==> src/rtl/detector_stream_sched_pkg.sv <==
// Shared definitions for the detector stream scheduler: state encodings,
// the requester vector type, default sizes and a one-hot helper.
package detector_stream_sched_pkg;

  localparam int DEF_WIDTH = 8;
  localparam int DEF_CW    = 4;

  typedef logic [2:0] state_t;

  localparam state_t ST_IDLE   = 3'd0;
  localparam state_t ST_SHIFT  = 3'd1;
  localparam state_t ST_GAP    = 3'd2;
  localparam state_t ST_DRAIN  = 3'd3;
  localparam state_t ST_REPORT = 3'd4;

  typedef logic [1:0] req_t;

  function automatic req_t oneHot2(input logic idx);
    return idx ? 2'b10 : 2'b01;
  endfunction

endpackage

==> src/rtl/rr_arb2.sv <==
// Two-way round-robin arbiter. The pointer names the requester preferred
// next; after a grant it moves to the other requester, so two persistent
// requesters alternate and neither starves.
module rr_arb2
  import detector_stream_sched_pkg::*;
(
  input  logic clk,
  input  logic rst,
  input  req_t i_req,
  input  logic i_advance,
  output req_t o_grant
);

  logic r_ptr;
  logic w_pick;

  // Prefer the pointed-to requester, fall back to the other one
  always_comb begin
    w_pick = r_ptr;
    if (!i_req[r_ptr]) w_pick = ~r_ptr;
    o_grant = i_req[w_pick] ? oneHot2(w_pick) : 2'b00;
  end

  // Move priority past the requester that was just served
  always_ff @(posedge clk) begin
    if (rst) begin
      r_ptr <= 1'b0;
    end else if (i_advance && (|o_grant)) begin
      r_ptr <= ~w_pick;
    end
  end

endmodule

==> src/rtl/detector_stream_sched.sv <==
// Shares one serial sequence detector between two requesters. A granted
// word is shifted MSB-first onto x; z pulses inside the word's hit window
// are counted (saturating) and returned with a done pulse.
// Build option: FLUSH_GAP_EN inserts GAP zero bits after each word so the
// detector history does not leak into the next word.
module detector_stream_sched
  import detector_stream_sched_pkg::*;
#(
  parameter int WIDTH   = DEF_WIDTH,
  parameter int DET_LAT = 1,
  parameter int CW      = DEF_CW,
  parameter int GAP     = 3
) (
  input  logic             clk,
  input  logic             rst,
  input  logic [1:0]       req,
  input  logic [WIDTH-1:0] data0,
  input  logic [WIDTH-1:0] data1,
  output logic [1:0]       ack,
  output logic [1:0]       done,
  output logic [CW-1:0]    hits,
  output logic             owner,
  output logic             busy,
  output logic             x,
  input  logic             z
);

`ifdef FLUSH_GAP_EN
  localparam bit GAP_EN = 1'b1;
`else
  localparam bit GAP_EN = 1'b0;
`endif
  localparam int GAP_CYC = GAP_EN ? GAP : 0;
  localparam int CNTW    = $clog2(WIDTH + GAP_CYC + DET_LAT + 2);

  // Cycle offsets measured from the ack cycle (offset 0)
  localparam logic [CNTW-1:0] LAST_SHIFT = CNTW'(WIDTH - 1);
  localparam logic [CNTW-1:0] LAST_DRAIN = CNTW'(WIDTH + GAP_CYC + DET_LAT - 1);
  localparam logic [CNTW-1:0] WIN_LO     = CNTW'(1 + DET_LAT);
  localparam logic [CNTW-1:0] WIN_HI     = CNTW'(WIDTH + DET_LAT);
`ifdef FLUSH_GAP_EN
  localparam logic [CNTW-1:0] LAST_GAP   = CNTW'(WIDTH + GAP_CYC - 1);
`endif

  state_t           r_state;
  logic [WIDTH-1:0] r_shreg;
  logic [CNTW-1:0]  r_cnt;
  logic [CW-1:0]    r_hitCnt;
  logic [CW-1:0]    r_hits;
  logic [1:0]       r_ack;
  logic [1:0]       r_done;
  logic             r_owner;
  logic             r_busy;
  logic             r_x;

  req_t             w_grant;
  logic             w_sample;
  logic [CW-1:0]    w_hitInc;

  rr_arb2 u_arb (
    .clk       (clk),
    .rst       (rst),
    .i_req     (req),
    .i_advance (r_state == ST_IDLE),
    .o_grant   (w_grant)
  );

  // A z pulse counts only inside the word's window; counter saturates
  always_comb begin
    w_sample = (r_state != ST_IDLE) && z && (r_cnt >= WIN_LO) && (r_cnt <= WIN_HI);
    w_hitInc = (&r_hitCnt) ? r_hitCnt : r_hitCnt + CW'(1);
  end

  // Grant, serialize, flush, drain and report one word at a time
  always_ff @(posedge clk) begin
    if (rst) begin
      r_state  <= ST_IDLE;
      r_shreg  <= '0;
      r_cnt    <= '0;
      r_hitCnt <= '0;
      r_hits   <= '0;
      r_ack    <= 2'b00;
      r_done   <= 2'b00;
      r_owner  <= 1'b1;
      r_busy   <= 1'b0;
      r_x      <= 1'b0;
    end else begin
      r_ack  <= 2'b00;
      r_done <= 2'b00;
      if (r_state != ST_IDLE) r_cnt <= r_cnt + CNTW'(1);
      if (w_sample) r_hitCnt <= w_hitInc;
      case (r_state)
        ST_IDLE: begin
          r_x <= 1'b0;
          if (|w_grant) begin
            r_ack    <= w_grant;
            r_shreg  <= w_grant[1] ? data1 : data0;
            r_owner  <= w_grant[1];
            r_busy   <= 1'b1;
            r_cnt    <= '0;
            r_hitCnt <= '0;
            r_state  <= ST_SHIFT;
          end else begin
            r_busy <= 1'b0;
          end
        end
        ST_SHIFT: begin
          r_x     <= r_shreg[WIDTH-1];
          r_shreg <= {r_shreg[WIDTH-2:0], 1'b0};
          if (r_cnt == LAST_SHIFT) begin
`ifdef FLUSH_GAP_EN
            r_state <= ST_GAP;
`else
            r_state <= (DET_LAT > 0) ? ST_DRAIN : ST_REPORT;
`endif
          end
        end
`ifdef FLUSH_GAP_EN
        ST_GAP: begin
          r_x <= 1'b0;
          if (r_cnt == LAST_GAP) r_state <= (DET_LAT > 0) ? ST_DRAIN : ST_REPORT;
        end
`endif
        ST_DRAIN: begin
          r_x <= 1'b0;
          if (r_cnt == LAST_DRAIN) r_state <= ST_REPORT;
        end
        ST_REPORT: begin
          r_x     <= 1'b0;
          r_done  <= oneHot2(r_owner);
          r_hits  <= w_sample ? w_hitInc : r_hitCnt;
          r_state <= ST_IDLE;
        end
        default: begin
          r_x     <= 1'b0;
          r_state <= ST_IDLE;
        end
      endcase
    end
  end

  assign ack   = r_ack;
  assign done  = r_done;
  assign hits  = r_hits;
  assign owner = r_owner;
  assign busy  = r_busy;
  assign x     = r_x;

endmodule

==> config.mk <==
export PLATFORM = sky130hd
export DESIGN_NAME = detector_stream_sched
export DESIGN_NICKNAME = d
export VERILOG_FILES = /design/src/rtl/detector_stream_sched_pkg.sv /design/src/rtl/rr_arb2.sv /design/src/rtl/detector_stream_sched.sv
export SDC_FILE = /design/constraint.sdc
export NUM_CORES = 1
export LEC_CHECK = 0
export CELL_PAD_IN_SITES_DETAIL_PLACEMENT = 0
export CELL_PAD_IN_SITES_GLOBAL_PLACEMENT = 1
export CORE_ASPECT_RATIO = 0.7
export CORE_UTILIZATION = 30
export DETAILED_ROUTE_END_ITERATION = 8
export MAX_ROUTING_LAYER = met4
export PLACE_DENSITY_LB_ADDON = 0.05
export SYNTH_ARGS = -nofsm -noshare
export SYNTH_HDL_FRONTEND = slang
export SYNTH_SLANG_ARGS = --single-unit
==> constraint.sdc <==
create_clock -name clk -period 2 [get_ports clk]
set_clock_uncertainty 0.05 [all_clocks]
set_input_delay 0.4 -clock clk [delete_from_list [all_inputs] [get_ports clk]]
set_output_delay 0.4 -clock clk [all_outputs]
set_load 0.1 [all_outputs]
# Word-level counts from Yosys, hierarchy flattened
# Cells that the tools add are included.
# totals
inputBits	21
register_bits	31
out_inout_bits	11
# op_classes
n_lt_le_gt_ge	4
n_eq_ne	8
muxes	23
addsub	2
n_reduce_logical	15
bitwise	6
# ops
op	count
$mux W4	7
$mux W8	2
$pmux W8 S2	1
$mux W3	3
$pmux W3 S3	1
$add A4 B1 Y4 const B	2
$mux W1	6
$mux W2	3
$ne A2 B2 Y1 const B	3
$not A1 Y1	6
$reduce_or A2 Y1	3
$eq A4 B3 Y1 const B	1
$eq A4 B4 Y1 const B	1
$ge A4 B2 Y1 const B	1
$le A4 B4 Y1 const B	1
$logic_and A1 B1 Y1	4
$lt A1 B2 Y1 const B	2
$reduce_and A2 Y1	2
$reduce_and A4 Y1	1
$eq A3 B1 Y1 const B	1
$eq A3 B2 Y1 const B	1
$eq A3 B3 Y1 const B	1
$logic_not A3 Y1	1
$reduce_and A3 Y1	1
other kinds (3)	3

# Depth between registers and ports, before layout
# depth
depth_word	9
mapped_depth	7
ltp_nobuf	6

# Cells and area by module
# From an unflattened synthesis, not the netlist that was laid out.
# hier_totals
hier_cells	158
hier_area_um2	1453.9
# modules_own_cells
module	area_each_um2	seq_area_each_um2	cells_each	n_inst
detector_stream_sched	1388.8	600.6	151	1
rr_arb2	65.1	20.0	7	1

# Least setup slack after synthesis
# OpenSTA, ideal clock, no wires.
# synth_timing
path_kind	register to register
start	reg r_cnt[0]
end	reg r_hits[2] (netlist: hits[2])
required_time_ns	1.854
slack_ns	0.360
arrival_ns	1.495
path_stages_with_launch	7
synth_period_minus_slack_ns	1.640
cell_sequence	dfxtp_1 inv_1 ha_1 o41a_1 o211a_2 and4b_1 o41ai_2
# synth_via
elab_chain_cells	4
word_cells_on_any_way	5
cone_classes	2 x order compare; 1 x mux; 2 x reduce/logical
# synth_rtl
item	line_no	rtl
from (decl)	detector_stream_sched.sv:47	logic [CNTW-1:0] r_cnt;
from (signal assigned)	detector_stream_sched.sv:90	if (r_state != ST_IDLE) r_cnt <= r_cnt + CNTW'(1);
$ge A4 B2 Y1	detector_stream_sched.sv:70	w_sample = (r_state != ST_IDLE) && z && (r_cnt >= WIN_LO) && (r_cnt <= WIN_HI);
$logic_and A1 B1 Y1	detector_stream_sched.sv:70	
$logic_and A1 B1 Y1 (*)	detector_stream_sched.sv:70	
$mux W4 (*)	detector_stream_sched.sv:131	r_hits <= w_sample ? w_hitInc : r_hitCnt;
to (signal assigned)	detector_stream_sched.sv:131	
to (decl)	detector_stream_sched.sv:49	logic [CW-1:0] r_hits;
# Every way passes the cells marked *; elsewhere a longest branch is shown, timed or not.
# A chain may end at the register's enable or synchronous reset.

# Worst setup path in the final report
# Same ends and word-level chain as after synthesis.

==> run_results.csv <==
group,metric,value,unit
status,status,"finished clean",
cells_and_area,drive_gt1_frac,0.1869,
power_and_ir_drop,powerDensity,690.6,mW/mm^2
timing,worst_pin_slew,340.5,ps
cells_and_area,finalNonFillerCells,283,
clock_network,clk_latency,280,ps
synth,synth_xor_area_frac,0.005710,
timing,setup_viol,0,
clock_network,cts_root_buffer,"clkbuf_8",
synth,ys.flop_type,"dfxtp_1",
grt,grt_antenna_before_repair,0,
synth,synth_cell_type_count,44,
worst_setup_path,reg2regPathDepth,6,
hold_path,holdCritPathClass,"reg2reg",
drt,vias,1369,
hold_path,whs_path_depth,2,
worst_setup_path,crit_type,"reg2reg",
drt,wl_per_cell,13.10,um
clock_network,cts_hold_buf,0,
drt,dr.pass1.iters,4,
synth,syn_inst,176,
grt,grt_max_degree,19,
grt,grt_pass1_wl,5954,um
synth,syn_nets,203,
synth,synthMuxAreaShare,0,
drt,via_per_inst,4.837,
floorplanning,core,0.004835,mm^2
power_and_ir_drop,p_total,0.001393,W
cells_and_area,area_growth,31.48,%
placed_design,port_buffers,31,
grt,first_global_vias,1191,
synth,synth_top_family_by_area,"simple AND/OR/NAND/NOR gates",
floorplanning,die_area,0.005408,mm^2
power_and_ir_drop,vdd.ir_drop.worst,0.3316,mV
cells_and_area,num_antenna_cells,0,
clock_network,htreeDepth,2,
clock_network,cts_buffers,5,
floorplanning,start_util,0.3173,
timing,whs,408.7,ps
floorplanning,num_rows,21,
timing,min_period,1822,ps
worst_setup_path,crit_fanout,7,
job,drv_cap,0,
timing,fin_tns_setup,0,ps
placed_design,gp_congestion,0.7372,
placed_design,dp_cells,276,
synth,synth_compound_area_frac,0.2316,
clock_network,clk_pin_slew,60,ps
placed_design,post-place-ws,92.31,ps
grt,overflow,0,
timing,slew_headroom,0.7729,
grt,grt_util_all_layers,0.1551,
synth,ys_ff_latch,31,
drt,drcViolationCount,0,
floorplanning,die_h,61.83,um
drt,antenna_left,0,
drt,wl,3706,um
worst_setup_path,crit_arrival,1960,ps
power_and_ir_drop,p_leak,0.7965,nW
floorplanning,fp.dieW,87.47,um
synth,synth_warnings,0,
timing,rsz0062_at_grt,"false",
floorplanning,num_io_pins,32,
timing,drv_slew,0,
synth,syn_area_per_cell,8.716,um^2
synth,synthAdderAreaFrac,0.04894,
timing,setup_slack,177.9,ps
worst_setup_path,worst_setup_path_end_kind,"register",
clock_network,cts_tree,"built",
synth,netlist_area,0.001534,mm^2
synth,yosys.area_share.simple,0.2594,
worst_setup_path,required,2140,ps
drt,drt-initial-drc-count,62,
cells_and_area,final_nets,241,
synth,synthArstFlopShare,0,
timing,fmax,0.5488,GHz
synth,ys_seq_area_frac,0.4046,
synth,synth_edf_count,0,
worst_setup_path,cp-start-kind,"register",
placed_design,dpl.hpwl,2852,um
clock_network,cts_resized,0,
cells_and_area,layout_commonest_cell,"dfxtp_1",
clock_network,clock-sinks,31,
cells_and_area,layout_common_cells,"31 x dfxtp_1, 20 x clkdlybuf4s50_1, 20 x buf_4, 17 x nand2_1, 14 x and3_1",
clock_network,cts_setup_buffers,0,
clock_network,clk_path_buf_depth,2,
timing,min_period_over_period,0.9111,
timing,hold_viol_final,0,
-- cell usage after synthesis (2+ instances only) --
| master | instances | area share |
|---|---|---|
| buf_6 | 3 | 0.022 |
| nor3_1 | 6 | 0.020 |
| ha_1 | 6 | 0.049 |
| o211ai_1 | 2 | 0.0098 |
| or2_2 | 2 | 0.0082 |
| o21ai_2 | 2 | 0.011 |
| o21ai_0 | 6 | 0.020 |
| a21boi_0 | 8 | 0.039 |
| nand3b_1 | 3 | 0.015 |
| o21ai_1 | 4 | 0.013 |
| clkbuf_1 | 6 | 0.015 |
| a311oi_1 | 3 | 0.017 |
| a21oi_1 | 10 | 0.033 |
| nand3_1 | 2 | 0.0065 |
| dfxtp_1 | 31 | 0.40 |
| nor3b_1 | 3 | 0.015 |
| inv_1 | 4 | 0.0098 |
| nor2_1 | 13 | 0.032 |
| a31oi_1 | 8 | 0.033 |
| and3_1 | 14 | 0.057 |
| nand2_1 | 17 | 0.042 |
-- power breakdown --
group	leakage [nW]	switching [W]	internal, W
registers	0.253	0.0000168	0.000642
clock network	0.0470	0.000227	0.000270
logic	0.497	0.000132	0.000106
-- cell families after synthesis --
logic type      count (synthesis)
compound gates                 52
xor+xnor                        1
fa+ha+maj                       6
buf+inv                        14
flops                          31
simple gates                   72
-- per-layer routing --
metal | routed length, um | up-vias | track usage
li1 | - | 712 | -
met4 | 34 | 0 | 0.05621
met1 | 2127 | 627 | 0.2243
met3 | 154 | 4 | 0.04359
met2 | 1389 | 26 | 0.1998
met5 | 0 | - | -
-- final timing paths --
| check | start | end | slack (ps) |
|---|---|---|---|
| max | r_cnt[0] | hits[2] | 180 |
| min | r_shreg[4] | r_shreg[5] | 410 |
| max reg2reg | r_cnt[0] | hits[2] | 180 |
| min reg2reg | r_shreg[4] | r_shreg[5] | 410 |
-- layout make-up --
class,instances,area [um^2]
clock buffers,6,82.58
clock inverters,1,5.005
fillers,508,2818
inverters,4,15.01
multi-input cells,131,837.1
flip-flops and latches,31,620.6
well taps,69,86.33
repair buffers,41,370.4
-- per-stage QoR --
| stage | instance area [um^2] | utilization |
|---|---|---|
| 6_report | 2017 | 0.4172 |
| 5_1_grt | 2017 | 0.4172 |
| 4_1_cts | 2017 | 0.4172 |
| 3_5_place_dp | 1929 | 0.3991 |
| 3_3_place_gp | 1929 | 0.3991 |
| 2_1_floorplan | 1534 | - |
-- worst max-delay path, cell delays in order (launching register included) --
cell and delay (ps):
dfxtp_1 410, inv_1 120, ha_1 210, o41a_1 340
o211a_2 190, and4b_1 210, o41ai_2 190
-- registers in the layout (all words and copies together) (netlist names) --
name         flops
r_shreg          8
hits             4
r_cnt            4
r_hitCnt         4
r_state          3
ack              2
done             2
busy             1
owner            1
u_arb.r_ptr      1
x                1
No activity file was read; power rests on OpenSTA's default activity.
